`src/rtl/light_pkg.sv`:
```
// Shared mode constants, press FSM state type and default parameters for the lighting path.
// Latency: n/a (declarations only).
// Backpressure: n/a.
package light_pkg;

    localparam int DEF_N_CH              = 2;
    localparam int DEF_NUM_MODES         = 4;
    localparam int DEF_DEBOUNCE_CYCLES   = 4;
    localparam int DEF_LONG_PRESS_CYCLES = 16;

    localparam int unsigned NATURAL = 0;
    localparam int unsigned WHITE   = 1;
    localparam int unsigned BLUE    = 2;
    localparam int unsigned ORANGE  = 3;

    typedef enum logic [1:0] {
        IDLE    = 2'd0,
        PRESSED = 2'd1,
        HELD    = 2'd2
    } press_state_t;

endpackage

```
`src/rtl/btn_press_classifier.sv`:
```
// One button channel: 2-flop sync, debounce, short/long press classification.
// Latency: btn edge to debounced level 2+DEBOUNCE_CYCLES; events decode from registered state.
// Backpressure: none; events are single-cycle pulses that must be consumed immediately.
module btn_press_classifier
    import light_pkg::*;
#(
    parameter int DEBOUNCE_CYCLES   = DEF_DEBOUNCE_CYCLES,
    parameter int LONG_PRESS_CYCLES = DEF_LONG_PRESS_CYCLES
) (
    input  logic clk,
    input  logic reset,
    input  logic btn,
    output logic short_evt,
    output logic long_evt
);

    localparam int DCNT_W = $clog2(DEBOUNCE_CYCLES);
    localparam int HCNT_W = $clog2(LONG_PRESS_CYCLES);
    localparam logic [DCNT_W-1:0] DCNT_LAST = DCNT_W'(DEBOUNCE_CYCLES - 1);
    localparam logic [HCNT_W-1:0] HCNT_LAST = HCNT_W'(LONG_PRESS_CYCLES - 1);

    logic               sync_q1;
    logic               sync;
    logic               db;
    logic [DCNT_W-1:0]  dcnt;
    logic [HCNT_W-1:0]  hcnt;
    press_state_t       state;

    always_ff @(posedge clk or negedge reset) begin
        if (!reset) begin
            sync_q1 <= 1'b0;
            sync    <= 1'b0;
        end else begin
            sync_q1 <= btn;
            sync    <= sync_q1;
        end
    end

    // A level change is accepted only after DEBOUNCE_CYCLES consecutive differing samples.
    always_ff @(posedge clk or negedge reset) begin
        if (!reset) begin
            db   <= 1'b0;
            dcnt <= '0;
        end else if (sync == db) begin
            dcnt <= '0;
        end else if (dcnt == DCNT_LAST) begin
            db   <= sync;
            dcnt <= '0;
        end else begin
            dcnt <= dcnt + 1'b1;
        end
    end

    always_ff @(posedge clk or negedge reset) begin
        if (!reset) begin
            state <= IDLE;
            hcnt  <= '0;
        end else begin
            case (state)
                IDLE: begin
                    if (db) begin
                        state <= PRESSED;
                        hcnt  <= '0;
                    end
                end
                PRESSED: begin
                    if (!db) begin
                        state <= IDLE;
                    end else if (hcnt == HCNT_LAST) begin
                        state <= HELD;
                    end else begin
                        hcnt <= hcnt + 1'b1;
                    end
                end
                HELD: begin
                    if (!db) begin
                        state <= IDLE;
                    end
                end
                default: state <= IDLE;
            endcase
        end
    end

    // Decoded from registers only, so the mode register can act on the same edge the FSM leaves PRESSED.
    assign short_evt = (state == PRESSED) && !db;
    assign long_evt  = (state == PRESSED) && db && (hcnt == HCNT_LAST);

endmodule

```
`src/rtl/light_mode_sel.sv`:
```
// Per-channel lighting mode selector: short press steps mode with wrap, long press returns to NATURAL.
// Latency: mode/pulses registered one cycle after the classifier event (DEBOUNCE_CYCLES+3 from release).
// Backpressure: none; channels are independent and every event is applied on the cycle it occurs.
module light_mode_sel
    import light_pkg::*;
#(
    parameter int N_CH              = DEF_N_CH,
    parameter int NUM_MODES         = DEF_NUM_MODES,
    parameter int DEBOUNCE_CYCLES   = DEF_DEBOUNCE_CYCLES,
    parameter int LONG_PRESS_CYCLES = DEF_LONG_PRESS_CYCLES,
    localparam int MODE_W           = $clog2(NUM_MODES)
) (
    input  logic                     clk,
    input  logic                     reset,
    input  logic [N_CH-1:0]          btn,
    output logic [N_CH*MODE_W-1:0]   mode,
    output logic [N_CH-1:0]          mode_change,
    output logic [N_CH-1:0]          long_press
);

    localparam logic [MODE_W-1:0] MODE_LAST    = MODE_W'(NUM_MODES - 1);
    localparam logic [MODE_W-1:0] MODE_NATURAL = MODE_W'(NATURAL);

    for (genvar g = 0; g < N_CH; g++) begin : g_ch
        logic              short_evt;
        logic              long_evt;
        logic [MODE_W-1:0] mode_q;
        logic              mc_q;
        logic              lp_q;

        btn_press_classifier #(
            .DEBOUNCE_CYCLES   (DEBOUNCE_CYCLES),
            .LONG_PRESS_CYCLES (LONG_PRESS_CYCLES)
        ) u_cls (
            .clk       (clk),
            .reset     (reset),
            .btn       (btn[g]),
            .short_evt (short_evt),
            .long_evt  (long_evt)
        );

        // ">=" rather than "==" so an out-of-range value is pulled back to NATURAL by the next step.
        always_ff @(posedge clk or negedge reset) begin
            if (!reset) begin
                mode_q <= MODE_NATURAL;
                mc_q   <= 1'b0;
                lp_q   <= 1'b0;
            end else begin
                mc_q <= 1'b0;
                lp_q <= 1'b0;
                if (long_evt) begin
                    mode_q <= MODE_NATURAL;
                    lp_q   <= 1'b1;
                    mc_q   <= (mode_q != MODE_NATURAL);
                end else if (short_evt) begin
                    mode_q <= (mode_q >= MODE_LAST) ? MODE_NATURAL : mode_q + 1'b1;
                    mc_q   <= 1'b1;
                end
            end
        end

        assign mode[g*MODE_W +: MODE_W] = mode_q;
        assign mode_change[g]           = mc_q;
        assign long_press[g]            = lp_q;
    end

endmodule
```
`config.mk`:
```
export PLATFORM = sky130hd
export DESIGN_NAME = light_mode_sel
export DESIGN_NICKNAME = d
export VERILOG_FILES = /design/src/rtl/light_pkg.sv /design/src/rtl/btn_press_classifier.sv /design/src/rtl/light_mode_sel.sv
export SDC_FILE = /design/constraint.sdc
export NUM_CORES = 1
export LEC_CHECK = 0
export BUFFER_PORTS_ARGS = -buffer_cell sky130_fd_sc_hd__buf_4
export CORE_ASPECT_RATIO = 1.4
export CORE_MARGIN = 3
export CORE_UTILIZATION = 55
export CTS_CLUSTER_SIZE = 10
export DETAILED_ROUTE_END_ITERATION = 12
export GPL_TIMING_DRIVEN = 0
export PLACE_DENSITY_LB_ADDON = 0.05
export SYNTH_ARGS = -nofsm -noshare
export SYNTH_HDL_FRONTEND = slang
export SYNTH_HIERARCHICAL = 1
export SYNTH_SLANG_ARGS = --single-unit
```
`constraint.sdc`:
```
create_clock -name clk -period 3.44 [get_ports clk]
set_input_delay 0.344 -clock clk [delete_from_list [all_inputs] [get_ports clk]]
set_output_delay 0.344 -clock clk [all_outputs]
set_load 0.005 [all_outputs]
```
-- Yosys cells after proc, flatten, opt, wreduce, memory -nomap -nowiden
Cells that the tools add are included.
- add/sub/neg operators: 6
- $lt $le $gt $ge: 2
- equality and inequality tests: 20
- muxes and demuxes: 34
- bitwise operators: 2
- reductions and logical operators: 22
- operators with widths (kind ; number):
    $mux W2 ; 18
    $mux W4 ; 6
    $pmux W4 S2 ; 2
    $pmux W2 S3 ; 2
    $reduce_bool A2 Y1 ; 6
    $add A2 B1 Y2 const B ; 4
    $add A4 B1 Y4 const B ; 2
    $eq A2 B2 Y1 const B ; 4
    $eq A4 B4 Y1 const B ; 2
    $ne A2 B1 Y1 const B ; 4
    $ne A2 B2 Y1 const B ; 4
    $reduce_and A4 Y1 ; 2
    $logic_and A1 B1 Y1 ; 6
    $mux W1 ; 6
    $ne A3 B3 Y1 const B ; 2
    $reduce_and A3 Y1 ; 2
    $eq A2 B1 Y1 const B ; 2
    $ge A2 B2 Y1 const B ; 2
    $logic_not A2 Y1 ; 2
    $reduce_and A2 Y1 ; 2
    $eq A1 B1 Y1 ; 2
    $logic_not A1 Y1 ; 2
    $not A1 Y1 ; 2
- bits in registers: 30
- input port bits: 4
- output and inout bits: 8
- logic and storage cells: 104

-- Depth between registers and ports, before layout
- depth in word-level cells: 4
- depth in mapped cells: 6
- depth with buffers taken out: 6

-- By module
Netlist, hierarchy kept.
- modules (own cells, without submodules) (module ; times used ; cells each ; area an instance (sq um) ; seq. area each (sq um)):
    btn_press_classifier (g_ch[1].u_cls) ; 1 ; 44 ; 511.7 ; 275.3
    btn_press_classifier (g_ch[0].u_cls) ; 1 ; 45 ; 508.0 ; 275.3
    light_mode_sel ; 1 ; 32 ; 380.4 ; 200.2

-- Worst setup path before layout
No wires, ideal clock.
- kind: reg2reg
- start point: reg g_ch[0].u_cls.hcnt[0]
- end point: reg g_ch[0].mode_q[0]
- library setup time: 95 ps
- data arrival time: 1592 ps
- data required time: 3345 ps
- slack: 1753 ps
- stages on the path, launching flop included: 7
- path buffers: 0
- clock period less this slack: 1687 ps
- path through: dfrtp_1 > ha_1 > and3_2 > nand2_1 > nor2_1 > or4b_1 > o31ai_1
- longest elaborated chain between the ends: 3
- elaborated cells on any way between the ends: 4
- those cells by class: eq/ne: 1; mux: 1; reduce/logical: 2
- RTL lines (element ; RTL line ; text):
    start, declared ; btn_press_classifier.sv:26 ; logic [HCNT_W-1:0] hcnt;
    start signal, assigned ; btn_press_classifier.sv:72 ; hcnt <= hcnt + 1'b1;
    $eq A4 B4 Y1 (*) ; btn_press_classifier.sv:87 ; assign long_evt = (state == PRESSED) && db && (hcnt == HCNT_LAST);
    $logic_and A1 B1 Y1 (*) ; btn_press_classifier.sv:87 ;
    net g_ch[0].long_evt ; light_mode_sel.sv:26 ; logic long_evt;
    $mux W2 / $reduce_bool A2 Y1 (equally long branches) ; - ;
    end signal, assigned ; light_mode_sel.sv:56 ; mode_q <= (mode_q >= MODE_LAST) ? MODE_NATURAL : mode_q + 1'b1;
    end, declared ; light_mode_sel.sv:27 ; logic [MODE_W-1:0] mode_q;
Mark *: on every way through the listed nets, which the timed path passes. The rest lies on a longest branch.
A chain may end at the register's enable or synchronous reset.

-- Worst setup path in the final report
Ends and elaborated chain as after synthesis.

==> impl_metrics.env <==
export IMPL_core_area_mm2=0.00242
export IMPL_crit_path_top_delay_cell="or4b_1"
export IMPL_wl_per_cell_um=12.1
export IMPL_viasPerCell=5.23
export IMPL_diodes=0
export IMPL_initial_core_util=0.579
export IMPL_grt_pass1_vias=924
export IMPL_grt_overflow=0
export IMPL_synth_edf_count=0
export IMPL_report_final_slew_viol_count=0
export IMPL_synth_top_cell_area_share=0.536
export IMPL_rsz0062_at_grt="no"
export IMPL_power_density_mw_per_mm2=762
export IMPL_cts_htree_levels=2
export IMPL_setup_slack_ns=1.60
export IMPL_finish_net_count=152
export IMPL_crit_chain="ha_1 > and3_2 > nand2_1 > nor2_1 > or4b_1 > o31ai_1"
export IMPL_synth_top_family_by_area="simple AND/OR/NAND/NOR gates"
export IMPL_grt_pass1_wl_mm=3.82
export IMPL_gp_congestion=0.734
export IMPL_syn_nets=133
export IMPL_yosys_most_used_dff="dfrtp_1"
export IMPL_p_sw_w=0.000425
export IMPL_synth_compound_area_share=0.0894
export IMPL_hold_viol=0
export IMPL_fp_row_count=21
export IMPL_synth_most_common_cell="dfrtp_1"
export IMPL_async_reset_ff_frac=1.00
export IMPL_worstSetupStartpointType="register"
export IMPL_die_x_um=48.6
export IMPL_arrival_ns=2.08
export IMPL_finalCritPeriodShare=0.535
export IMPL_firstDrtPassIters=4
export IMPL_synth_simple_area_share=0.199
export IMPL_antenna_found_initial=0
export IMPL_ys_warn_count=6
export IMPL_syn_area_mm2=0.00140
export IMPL_drv_cap=0
export IMPL_initialDrtViolationCount=19
export IMPL_cts_repair_resized=0
export IMPL_seq_power_share=0.456
export IMPL_finClkSkew_ns=0.0121
export IMPL_die_h_um=65.7
export IMPL_ant_nets=0
export IMPL_setup_viol=0
export IMPL_critical_path_class="reg2reg"
export IMPL_cts_num_sinks=30
export IMPL_grt_use_total=0.161
export IMPL_peakVddDrop_mv=0.503
export IMPL_internal_power_w=0.000790
export IMPL_drc_errors=0
export IMPL_status="completed"
export IMPL_syn_area_per_cell_um2=11.6
export IMPL_path_delay_family="simple AND/OR/NAND/NOR gates"
export IMPL_drt_total_wl_mm=2.13
export IMPL_synthCells=121
export IMPL_dp_slack_ns=1.63
export IMPL_synth_cell_type_count=34
export IMPL_worst_pin_slew_ns=0.503
export IMPL_setup_tns_ns=0
export IMPL_yosys_register_bits=30
export IMPL_pin_count=12
export IMPL_synth_top_area_cell="dfrtp_1"
export IMPL_tritoncts="built"
export IMPL_clock_path_buffers=2
export IMPL_worst_path_buf_inv=0
export IMPL_io_buffers=11
export IMPL_dieArea_mm2=0.00320
export IMPL_finalInstanceArea_mm2=0.00160
export IMPL_clkTransAtPathRegs_ns=0.09
export IMPL_grt_max_degree=31
export IMPL_leakagePower_nw=0.750
export IMPL_pwr_share_clk=0.173
export IMPL_root_buffer="clkbuf_4"
export IMPL_dpl_cell_area_mm2=0.00153
export IMPL_clk_latency_ns=0.32
export IMPL_fin_cells=175
export IMPL_relSlewSlack=0.664
export IMPL_pwr_share_comb=0.371
export IMPL_sw_frac_of_total=0.350
export IMPL_hpwl_mm=1.52
export IMPL_max_stage_delay_ns=0.53
export IMPL_cts_buffers=5
export IMPL_synth_top_cells_by_area="dfrtp_1 54%, ha_1 7.1%, mux2i_1 2.9%, nand3_1 2.9%, buf_4 2.7%"
export IMPL_end_kind="register"
export IMPL_period_needed_ns=1.84
export IMPL_muxShareOfSynthArea=0.0447
export IMPL_area_growth_pct=13.9
export IMPL_synth_xor_area_frac=0.0125
export IMPL_max_freq_mhz=543
export IMPL_hp_class="in2reg"
export IMPL_crit_fanout=6
export IMPL_num_vias=915
export IMPL_dp_cells=166
export IMPL_required_ns=3.68
export IMPL_hold_slack_ns=0.132
export IMPL_cts_setup_buffers=0
export IMPL_ys_seq_area_frac=0.536
export IMPL_synthTopCellsByCount="30 x dfrtp_1, 8 x ha_1, 8 x nand2_1, 8 x nand3_1"
export IMPL_final_layout_size_suffix_gt1_frac=0.284
export IMPL_synthAdderAreaFrac=0.0715
==> cell families (layout without fill, tap and decap cells) <==
family                     Yosys count  after routing
AOI/OAI and AO/OA                   18             18
xor gates and xnor gates             2              2
adders and majority gates            8              8
buffers and inverters               12             32
DFF                                 30             30
muxes                                6              6
and+or+nand+nor                     45             45
==> repair_timing <==
action,in CTS,in global routing
endpoints found under the setup margin,0,0
hold buffers,1,0
hold endpoints to repair,30,0
==> final timing paths <==
check | slack (ns) | endpoint | start | cells past startpoint
min in group asynchronous | 0.48 | g_ch[1].mc_q | reset | 2
setup reg to reg | 1.60 | g_ch[0].mode_q[0] | g_ch[0].u_cls/hcnt[0] | 6
max in group asynchronous | 2.68 | g_ch[0].u_cls/hcnt[2] | reset | 2
setup / recovery | 1.60 | g_ch[0].mode_q[0] | g_ch[0].u_cls/hcnt[0] | 6
hold / removal | 0.13 | g_ch[1].u_cls/sync_q1 | btn[1] | 1
hold reg to reg | 0.36 | g_ch[0].u_cls/sync | g_ch[0].u_cls/sync_q1 | 0
==> per-layer routing <==
| metal | track usage | share of wire |
|---|---|---|
| met5 | 0 | 0 |
| met4 | 0.0961 | 0.029 |
| met3 | 0.0612 | 0.035 |
| met2 | 0.286 | 0.52 |
| met1 | 0.156 | 0.42 |
==> area by class of cell <==
| cell class | instances | area, µm² |
|---|---|---|
| Clock inverter | 1 | 5.00 |
| Buffer | 6 | 42.5 |
| Inverter | 6 | 22.5 |
| Clock buffer | 7 | 55.1 |
| Timing Repair Buffer | 12 | 92.6 |
| Fill cell | 214 | 822 |
| Tap cell | 34 | 42.5 |
| Sequential cell | 30 | 751 |
| Multi-Input combinational cell | 79 | 584 |
==> stage by stage <==
step                 util  power [W]
floorplan               -   0.000873
finish              0.660    0.00122
global route        0.660    0.00133
CTS                 0.660    0.00124
global placement    0.631   0.000988
detailed placement  0.631    0.00102
==> layout by cell type (no fill, tap or decap), drive strengths merged, types with 2 or more instances in the layout <==
master,synthesis,routed
a21oi,7,7
a2bb2oi,2,2
and2b,2,2
and3,2,2
buf,6,17
clkbuf,0,7
dfrtp,30,30
ha,8,8
inv,6,6
mux2,2,2
mux2i,4,4
nand2,8,8
nand2b,5,5
nand3,8,8
nand4,2,2
nor2,7,7
nor2b,2,2
nor3,2,2
nor3b,2,2
o21ai,5,5
o31ai,2,2
or4b,2,2
xnor2,2,2
==> power by group through the flow <==
stage | registers (W) | logic [W] | clock network, W
floorplan | 0.000543 | 0.000330 | 0
global placement | 0.000555 | 0.000433 | 0
detailed placement | 0.000564 | 0.000453 | 0
CTS | 0.000557 | 0.000458 | 0.000222
global route | 0.000572 | 0.000517 | 0.000241
finish | 0.000554 | 0.000451 | 0.000210
==> flip-flops by register name, indices dropped and copies added, names as in the netlist <==
name / cells
g_ch.u_cls/db: 2
g_ch.mode_q: 4
g_ch.u_cls/dcnt: 4
g_ch.mc_q: 2
g_ch.u_cls/sync: 2
g_ch.u_cls/hcnt: 8
g_ch.u_cls/sync_q1: 2
g_ch.lp_q: 2
g_ch.u_cls/state: 4
(Power assumes the default switching activity.)
